<file path="config.mk">
export PLATFORM = sky130hd
export DESIGN_NAME = sdp_brdma_unpack_flat
export DESIGN_NICKNAME = d
export VERILOG_FILES = /design/src/rtl/sdp_brdma_unpack_if.sv /design/src/rtl/sdp_brdma_unpack.sv /design/src/flat_wrapper.sv
export SDC_FILE = /design/constraint.sdc
export NUM_CORES = 1
export LEC_CHECK = 0
export BUFFER_PORTS_ARGS = -buffer_cell sky130_fd_sc_hd__buf_2
export CORE_UTILIZATION = 50
export DETAILED_ROUTE_END_ITERATION = 6
export GPL_ROUTABILITY_DRIVEN = 1
export GPL_TIMING_DRIVEN = 1
export PLACE_DENSITY = 0.75
export SLEW_MARGIN = 20
export SYNTH_ARGS = -nofsm -noshare
export SYNTH_HDL_FRONTEND = slang
export SYNTH_SLANG_ARGS = --single-unit
</file>
<file path="constraint.sdc">
create_clock -name nvdla_core_clk -period 2.7 [get_ports nvdla_core_clk]
set_input_delay 0.54 -clock nvdla_core_clk [delete_from_list [all_inputs] [get_ports nvdla_core_clk]]
set_output_delay 0.54 -clock nvdla_core_clk [all_outputs]
set_load 0.005 [all_outputs]
</file>
<file path="src/rtl/sdp_brdma_unpack_if.sv">
// Beat-in / chunk-out stream bundle between the BRDMA egress port and the BS datapath.
// Latency: none, wires only.
// Backpressure: in_pvld/in_prdy on the beat side, out_pvld/out_prdy on the chunk side.
interface sdp_brdma_unpack_if #(
  parameter int IN_DW  = 256,
  parameter int OUT_DW = 64,
  parameter int RATIO  = IN_DW / OUT_DW
);
  logic                    in_pvld;
  logic                    in_prdy;
  logic [IN_DW+RATIO-1:0]  in_pd;
  logic                    out_pvld;
  logic                    out_prdy;
  logic [OUT_DW-1:0]       out_pd;
  logic                    out_last;

  // Upstream DMA port plus downstream datapath, seen from outside the unpacker.
  modport master (
    output in_pvld, in_pd, out_prdy,
    input  in_prdy, out_pvld, out_pd, out_last
  );

  // The unpacker itself.
  modport slave (
    input  in_pvld, in_pd, out_prdy,
    output in_prdy, out_pvld, out_pd, out_last
  );
endinterface

</file>
<file path="src/rtl/sdp_brdma_unpack.sv">
// Serialises masked wide DMA beats into narrow chunks, counts chunks per layer, flags the last one.
// Latency: beat accepted at edge N shows its first chunk from cycle N+1; one chunk per cycle.
// Backpressure: chunk held stable while out_prdy=0; in_prdy only when the held beat is (about to be) drained.
// Optional stall counter port dp2reg_unpack_stall is built when SDP_BRDMA_UNPACK_PERF_EN is defined.
module sdp_brdma_unpack #(
  parameter int IN_DW  = 256,
  parameter int OUT_DW = 64,
  parameter int RATIO  = IN_DW / OUT_DW
) (
  input  logic                 nvdla_core_clk,
  input  logic                 nvdla_core_rstn,
  input  logic                 op_load,
  input  logic [31:0]          cfg_chunk_total,
  sdp_brdma_unpack_if.slave    dma,
  output logic                 done,
  output logic                 err_overrun
`ifdef SDP_BRDMA_UNPACK_PERF_EN
  ,
  output logic [31:0]          dp2reg_unpack_stall
`endif
);

  typedef enum logic {
    IDLE = 1'b0,
    RUN  = 1'b1
  } state_t;

  state_t              state;
  state_t              state_nxt;

  // Holding register: one beat plus the chunks of it not yet sent.
  logic [IN_DW-1:0]    buf_dat;
  logic [RATIO-1:0]    rem_mask;
  logic [31:0]         cnt;
  logic [31:0]         total;

  logic [RATIO-1:0]    in_mask;
  logic [IN_DW-1:0]    in_dat;
  logic [RATIO-1:0]    sel_bit;
  logic [RATIO-1:0]    rem_after;
  logic [OUT_DW-1:0]   chunk;
  logic                pvld;
  logic                prdy_in;
  logic                last;
  logic                xfer;
  logic                in_acc;

  assign in_mask = dma.in_pd[IN_DW +: RATIO];
  assign in_dat  = dma.in_pd[IN_DW-1:0];

  // Select the lowest-index chunk still pending in the held beat.
  always_comb begin
    sel_bit = '0;
    chunk   = '0;
    for (int i = RATIO - 1; i >= 0; i--) begin
      if (rem_mask[i]) begin
        sel_bit    = '0;
        sel_bit[i] = 1'b1;
        chunk      = buf_dat[i*OUT_DW +: OUT_DW];
      end
    end
  end

  assign rem_after = rem_mask & ~sel_bit;

  // Next-state and handshake decode; a beat may enter in the same cycle the last held chunk leaves.
  always_comb begin
    state_nxt = state;
    pvld      = 1'b0;
    prdy_in   = 1'b0;
    last      = 1'b0;
    case (state)
      IDLE: begin
        if (op_load) begin
          state_nxt = RUN;
        end
      end
      RUN: begin
        pvld    = |rem_mask;
        last    = pvld && (cnt == total);
        prdy_in = (rem_after == '0) && (!pvld || dma.out_prdy);
        if (pvld && dma.out_prdy && last) begin
          state_nxt = IDLE;
        end
      end
      default: state_nxt = IDLE;
    endcase
  end

  assign xfer         = pvld & dma.out_prdy;
  assign in_acc       = dma.in_pvld & prdy_in;
  assign dma.in_prdy  = prdy_in;
  assign dma.out_pvld = pvld;
  assign dma.out_last = last;
  // Zero the bus when nothing is offered so reset and idle present a clean 0.
  assign dma.out_pd   = pvld ? chunk : '0;

  // State register.
  always_ff @(posedge nvdla_core_clk) begin
    if (!nvdla_core_rstn) begin
      state <= IDLE;
    end else begin
      state <= state_nxt;
    end
  end

  // Holding buffer, chunk counter, layer end bookkeeping and the done pulse.
  always_ff @(posedge nvdla_core_clk) begin
    if (!nvdla_core_rstn) begin
      buf_dat     <= '0;
      rem_mask    <= '0;
      cnt         <= '0;
      total       <= '0;
      done        <= 1'b0;
      err_overrun <= 1'b0;
    end else begin
      done <= xfer & last;
      if (state == IDLE) begin
        if (op_load) begin
          total       <= cfg_chunk_total;
          cnt         <= '0;
          rem_mask    <= '0;
          err_overrun <= 1'b0;
        end
      end else begin
        if (xfer) begin
          cnt <= cnt + 32'd1;
        end
        if (xfer && last) begin
          // Anything still pending, or arriving alongside the final chunk, is past the layer end.
          rem_mask <= '0;
          if ((|rem_after) || (in_acc && (|in_mask))) begin
            err_overrun <= 1'b1;
          end
        end else if (in_acc) begin
          // An all-zero mask simply leaves the buffer empty: the beat is dropped.
          rem_mask <= in_mask;
          buf_dat  <= in_dat;
        end else if (xfer) begin
          rem_mask <= rem_after;
        end
      end
    end
  end

`ifdef SDP_BRDMA_UNPACK_PERF_EN
  logic [31:0] stall_cnt;

  // Saturating count of RUN cycles where a chunk is offered but not taken.
  always_ff @(posedge nvdla_core_clk) begin
    if (!nvdla_core_rstn) begin
      stall_cnt <= '0;
    end else if ((state == IDLE) && op_load) begin
      stall_cnt <= '0;
    end else if ((state == RUN) && pvld && !dma.out_prdy && (stall_cnt != 32'hFFFF_FFFF)) begin
      stall_cnt <= stall_cnt + 32'd1;
    end
  end

  assign dp2reg_unpack_stall = stall_cnt;
`endif

endmodule

</file>
<file path="src/flat_wrapper.sv">
// flat-port wrapper written by rule: the top's interface ports become plain ports
module sdp_brdma_unpack_flat 
#(
  parameter int IN_DW  = 256,
  parameter int OUT_DW = 64,
  parameter int RATIO  = IN_DW / OUT_DW
)
  (nvdla_core_clk, nvdla_core_rstn, op_load, cfg_chunk_total, done, err_overrun, dma_in_pvld, dma_in_pd, dma_out_prdy, dma_in_prdy, dma_out_pvld, dma_out_pd, dma_out_last);
  sdp_brdma_unpack_if #(.IN_DW(IN_DW), .OUT_DW(OUT_DW), .RATIO(RATIO)) dma_i ();
  input  logic nvdla_core_clk;
  input  logic nvdla_core_rstn;
  input  logic op_load;
  input  logic [31:0] cfg_chunk_total;
  output logic done;
  output logic err_overrun;
  input wire logic [$bits(dma_i.in_pvld)-1:0] dma_in_pvld;
  input wire logic [$bits(dma_i.in_pd)-1:0] dma_in_pd;
  input wire logic [$bits(dma_i.out_prdy)-1:0] dma_out_prdy;
  output wire logic [$bits(dma_i.in_prdy)-1:0] dma_in_prdy;
  output wire logic [$bits(dma_i.out_pvld)-1:0] dma_out_pvld;
  output wire logic [$bits(dma_i.out_pd)-1:0] dma_out_pd;
  output wire logic [$bits(dma_i.out_last)-1:0] dma_out_last;
  assign dma_i.in_pvld = dma_in_pvld;
  assign dma_i.in_pd = dma_in_pd;
  assign dma_i.out_prdy = dma_out_prdy;
  assign dma_in_prdy = dma_i.in_prdy;
  assign dma_out_pvld = dma_i.out_pvld;
  assign dma_out_pd = dma_i.out_pd;
  assign dma_out_last = dma_i.out_last;
  sdp_brdma_unpack #(.IN_DW(IN_DW), .OUT_DW(OUT_DW), .RATIO(RATIO)) u_core (.nvdla_core_clk(nvdla_core_clk), .nvdla_core_rstn(nvdla_core_rstn), .op_load(op_load), .cfg_chunk_total(cfg_chunk_total), .dma(dma_i), .done(done), .err_overrun(err_overrun));
endmodule
</file>
## Word level (Yosys, flattened, before mapping)

Index checks and enable logic that the tools add are counted.

| storage, ports and cells | value |
|---|---|
| register bits | 327 |
| bits of input ports | 297 |
| output and inout bits | 69 |
| word-level logic and storage cells | 66 |

| operators by class | value |
|---|---|
| add/subtract/negate cells | 1 |
| equality and inequality tests | 5 |
| mux-type cells | 27 |
| bitwise logic cells | 7 |
| reductions and logical operators | 19 |

Operators with widths:

| kind | count |
|---|---|
| $mux 64 | 5 |
| $mux 32 | 3 |
| $mux 4 | 9 |
| $add 32x1->32 const B | 1 |
| $eq 32x32->1 | 1 |
| $reduce_or 4->1 | 3 |
| $mux 1 | 9 |
| $logic_and 1x1->1 | 6 |
| $ne 2x2->1 const B | 3 |
| $reduce_and 2->1 | 3 |
| $reduce_and 3->1 | 2 |
| $and 4x4->4 | 1 |
| $logic_not 4->1 | 1 |
| $ne 4x4->1 const B | 1 |
| $not 4->4 | 1 |
| $and 1x1->1 | 3 |
| $logic_or 1x1->1 | 2 |
| $not 1->1 | 2 |
| $pmux 1 s2 | 1 |
| $reduce_bool 2->1 | 1 |
| $logic_not 1->1 | 1 |

## Longest topological paths before layout

| logic depth | value |
|---|---|
| depth in word-level cells | 15 |
| depth in mapped cells | 8 |

## Least setup slack after synthesis

OpenSTA, ideal clock, no wires.

| path | value |
|---|---|
| path type | register to output |
| from | register u_core.rem_mask[1] |
| to | output dma_out_pd[14] |
| arrival | 1719 ps |
| path slack | 441 ps |
| cell stages (with the launch flop) | 7 |
| path buffers | 3 |
| cells stage by stage | dfxtp_1 buf_2 or4_4 nand2_1 clkbuf_1 clkbuf_1 nor3_1 |

| between the ends | value |
|---|---|
| cells in the longest elaborated chain, start to end | 3 |
| elaborated cells on any way between the ends | 5 |

RTL lines:

| element | line | source |
|---|---|---|
| start: declaration | sdp_brdma_unpack.sv:33 | `logic [RATIO-1:0] rem_mask;` |
| start signal: assignment | sdp_brdma_unpack.sv:137 | `rem_mask <= in_mask;` |
| start signal: assignment | sdp_brdma_unpack.sv:140 | `rem_mask <= rem_after;` |
| $reduce_or 4->1 / $mux 64 (equally long branches) | sdp_brdma_unpack.sv:79, sdp_brdma_unpack.sv:56 |  |
| $mux 1 / $mux 64 (equally long branches) | sdp_brdma_unpack.sv:72, sdp_brdma_unpack.sv:56 |  |
| $mux 64 * | sdp_brdma_unpack.sv:96 | `assign dma.out_pd = pvld ? chunk : '0;` |
| end: declaration | flat_wrapper.sv:21 | `output wire logic [$bits(dma_i.out_pd)-1:0] dma_out_pd;` |

Mark *: on every way between the ends. The rest lies on a longest branch, timed or not.

## Final worst setup path

| path | value |
|---|---|
| from | register u_core.cnt[18] |
| to | output dma_out_last |

| between the ends | value |
|---|---|
| cells in the longest elaborated chain, start to end | 3 |

RTL lines:

| element | line | source |
|---|---|---|
| start: declaration | sdp_brdma_unpack.sv:34 | `logic [31:0] cnt;` |
| start signal: assignment | sdp_brdma_unpack.sv:127 | `cnt <= cnt + 32'd1;` |
| $eq 32x32->1 | sdp_brdma_unpack.sv:80 | `last = pvld && (cnt == total);` |
| $logic_and 1x1->1 | sdp_brdma_unpack.sv:80 |  |
| $mux 1 | sdp_brdma_unpack.sv:72 | `case (state)` |
| end: declaration | flat_wrapper.sv:22 | `output wire logic [$bits(dma_i.out_last)-1:0] dma_out_last;` |

Every way passes these cells.

==> results.cfg <==
[sta]
tns_ns = -0.00333
max_freq_mhz = 370
drv_slew = 0
max_slew_margin = 0.571
min_period_ns = 2.70
setup_ws_ns = -0.00333
hold_violations = 0
period_share = 1.00
rsz0062_at_grt = yes
setup_viol = 1
finClkSkew_ns = 0.0149
tightestPinTransition_ns = 0.643

[clock_network]
cts.sinks = 327
cts_tree = done
cts-root-buf = clkbuf_16
clkLatencyLatePin_ns = 0.51
cts_hold_repair.buffers = 0
h-tree-depth = 2
clkSlewWorstSetupHoldPaths_ns = 0.06
cts_max_path_buffers = 3
cts_buffers = 36

[power]
leakage_uw = 0.00792
cellPowerDensity_mw_per_mm2 = 616
intPower_uw = 8670
p_switching_uw = 2760
seq_power_share = 0.460
power_frac_comb = 0.114
ir_worst_vdd_uv = 430
switching_share = 0.241
clkPwrFrac = 0.426

[place]
portBuffers = 365
place_area_mm2 = 0.0172
hpwl_mm = 28.5
place_ws_ns = 0.0807
place_congestion = 0.843

[logic_synthesis]
synth-seq-cells = 327
syn_avg_cell_area_um2 = 8.61
synthFlopType = dfxtp_1
ys_top_cells_by_area = dfxtp_1 43%, mux2i_1 17%, nand2_1 15%, a221oi_1 3.7%, xor2_1 3.0%
synth_top_cell_by_area = dfxtp_1
syn_inst = 1750
yosysWarnings = 0
synth_top_area_share = 0.434
netlist_area_mm2 = 0.0151
synth-seq-area-share = 0.434
synth_cell_types = 48
synthArstFlopShare = 0
synth_edf_count = 0
synth_nets = 2048

[die]
rows = 63
die_y_um = 176
core_mm2 = 0.0296
start_util = 0.509
die_area_mm2 = 0.0308
die_w_um = 176
io_pins = 366

[setup_path]
critPathTopFamily = simple AND/OR/NAND/NOR gates
cp-end-kind = output port
worstSetupStartpointType = flip-flop
critPathKind = flip-flop to output port
cp_data_arrival_time_ns = 2.16
path_buf_inv = 1
cp_slowest_cell = dfxtp_2
cp.required_ns = 2.16
path_cells = xor2_1 > nor4_1 > nand4_1 > nor3_2 > and2_4 > buf_6
slowest_delay_ns = 0.35
path_max_fanout = 5

[final_layout]
fin_area_mm2 = 0.0186
fin_util = 0.626
final_nets = 2355
mostFrequentLayoutCells = 594 x nand2_1, 363 x buf_2, 319 x dfxtp_1
final_common_cell = nand2_1
layout-drive-gt1-share = 0.237
area_delta_synth_final_pct = 23.1

[global_route]
overflow = 0
first_global_vias = 13400
grt_pass1_wl_mm = 67.9
grt_max_degree = 86
antenna_found_initial = 10
grt_usage = 0.272

[flow_run]
cap_violations = 0

[route]
ant_nets = 0
drc_errors = 0
vias = 13800
drt_wl_total_mm = 43.9
dr.first_iter.drc_count = 991
wl_per_cell_um = 17.7
vias_per_cell = 5.57
dr.pass1.iters = 5

[outcome]
status = complete, but fails checks
violations = negative setup slack

[worst_hold_path]
min_path_type = input pin to flip-flop
==> power by group through the flow <==
stage               clock network [µW]  registers (µW)  logic (µW)
floorplan                            0            5310         870
global route                      5150            5280        1430
finish                            4870            5260        1310
global placement                     0            5340        1240
CTS                               4940            5250        1290
detailed placement                   0            5350        1270
==> layer usage <==
| metal | wire length [µm] | GRT usage |
|---|---|---|
| met3 | 2900 | 0.0476 |
| met1 | 18600 | 0.346 |
| met5 | 13 | 0 |
| met4 | 1810 | 0.130 |
| met2 | 20600 | 0.447 |
==> what timing repair did <==
item / CTS / global route
buffers inserted: 2 / 3
pin swaps: 4 / 6
gates resized for setup: 9 / 15
gates cloned: 1 / 2
endpoints found under the setup margin: 66 / 47
==> worst register-to-register path, delay by kind of cell (launching register included) <==
family	cells	cell delay, ns
buffers and inverters	3	0.66
muxes	1	0.23
AOI/OAI and AO/OA	1	0.28
and+or+nand+nor	3	0.88
DFF	1	0.36
==> registers in the layout (all words and copies together) (netlist names) <==
register / count
u_core.rem_mask: 4
u_core.done: 1
u_core.total: 32
u_core.cnt: 32
u_core.err_overrun: 1
u_core.buf_dat: 256
u_core.state: 1
==> cell type report <==
cell class              instances  area, µm²
well taps                     390        488
inverters                       4       15.0
multi-input cells            1272       7740
fillers                      2527      11100
clock buffers                  54       1050
clock inverters                 9        120
flip-flops and latches        327       6560
diodes                          9       22.5
repair buffers                416       2560
==> per-stage QoR <==
stage / std cells / total power [µW] / hold slack [ns]
after detailed placement: 2401 / 6620 / 0.447
final: 2481 / 11400 / 0.271
after CTS: 2467 / 11500 / 0.254
after global routing: 2479 / 11900 / 0.268
after global placement: 2401 / 6580 / 0.441
after floorplan: 1750 / 6180 / 0.435
==> worst paths after layout <==
path | startpoint | endpoint | slack (ns) | cells after the start
setup / recovery | u_core.cnt[18]$_SDFFE_PN0P_ | dma_out_last | -0.003 | 6
hold reg to reg | u_core.buf_dat[241]$_SDFFE_PN0P_ | u_core.buf_dat[241]$_SDFFE_PN0P_ | 0.46 | 2
hold / removal | dma_in_pd[193] | u_core.buf_dat[193]$_SDFFE_PN0P_ | 0.27 | 3
setup reg to reg | u_core.rem_mask[0]$_SDFFE_PN0P_ | u_core.buf_dat[90]$_SDFFE_PN0P_ | 0.22 | 8
==> cell usage after synthesis (2+ instances only) <==
master and number:
buf_6 6, nand3_1 14, o21ai_0 4, and3_1 7, o22ai_1 66, mux2i_1 257, nand4_1 9, and4_1 3
nor4_4 2, nor2b_1 4, a32o_1 3, nor3_1 71, nor2_1 38, buf_1 5, and2_1 5, xnor2_1 10
nand2_1 596, xor2_1 52, clkbuf_1 111, nand2b_1 3, nor4_1 7, a21oi_1 3, a21boi_0 34, buf_8 20
a221oi_1 64, buf_2 3, nor3b_1 2, buf_4 2, dfxtp_1 327, inv_1 4
==> logic make-up (layout without fill, tap and decap cells) <==
kind of cell               count (synthesis)  count (layout)  share of synthesized area
muxes                                    257             257                      0.171
adders and majority gates                  1               1                   0.000830
xor gates and xnor gates                  62              62                     0.0360
other                                      0               9                          0
DFF                                      327             327                      0.434
AOI/OAI and AO/OA                        185             185                     0.0925
and+or+nand+nor                          767             767                      0.209
buffers and inverters                    151             483                     0.0563
(Power assumes the default switching activity.)
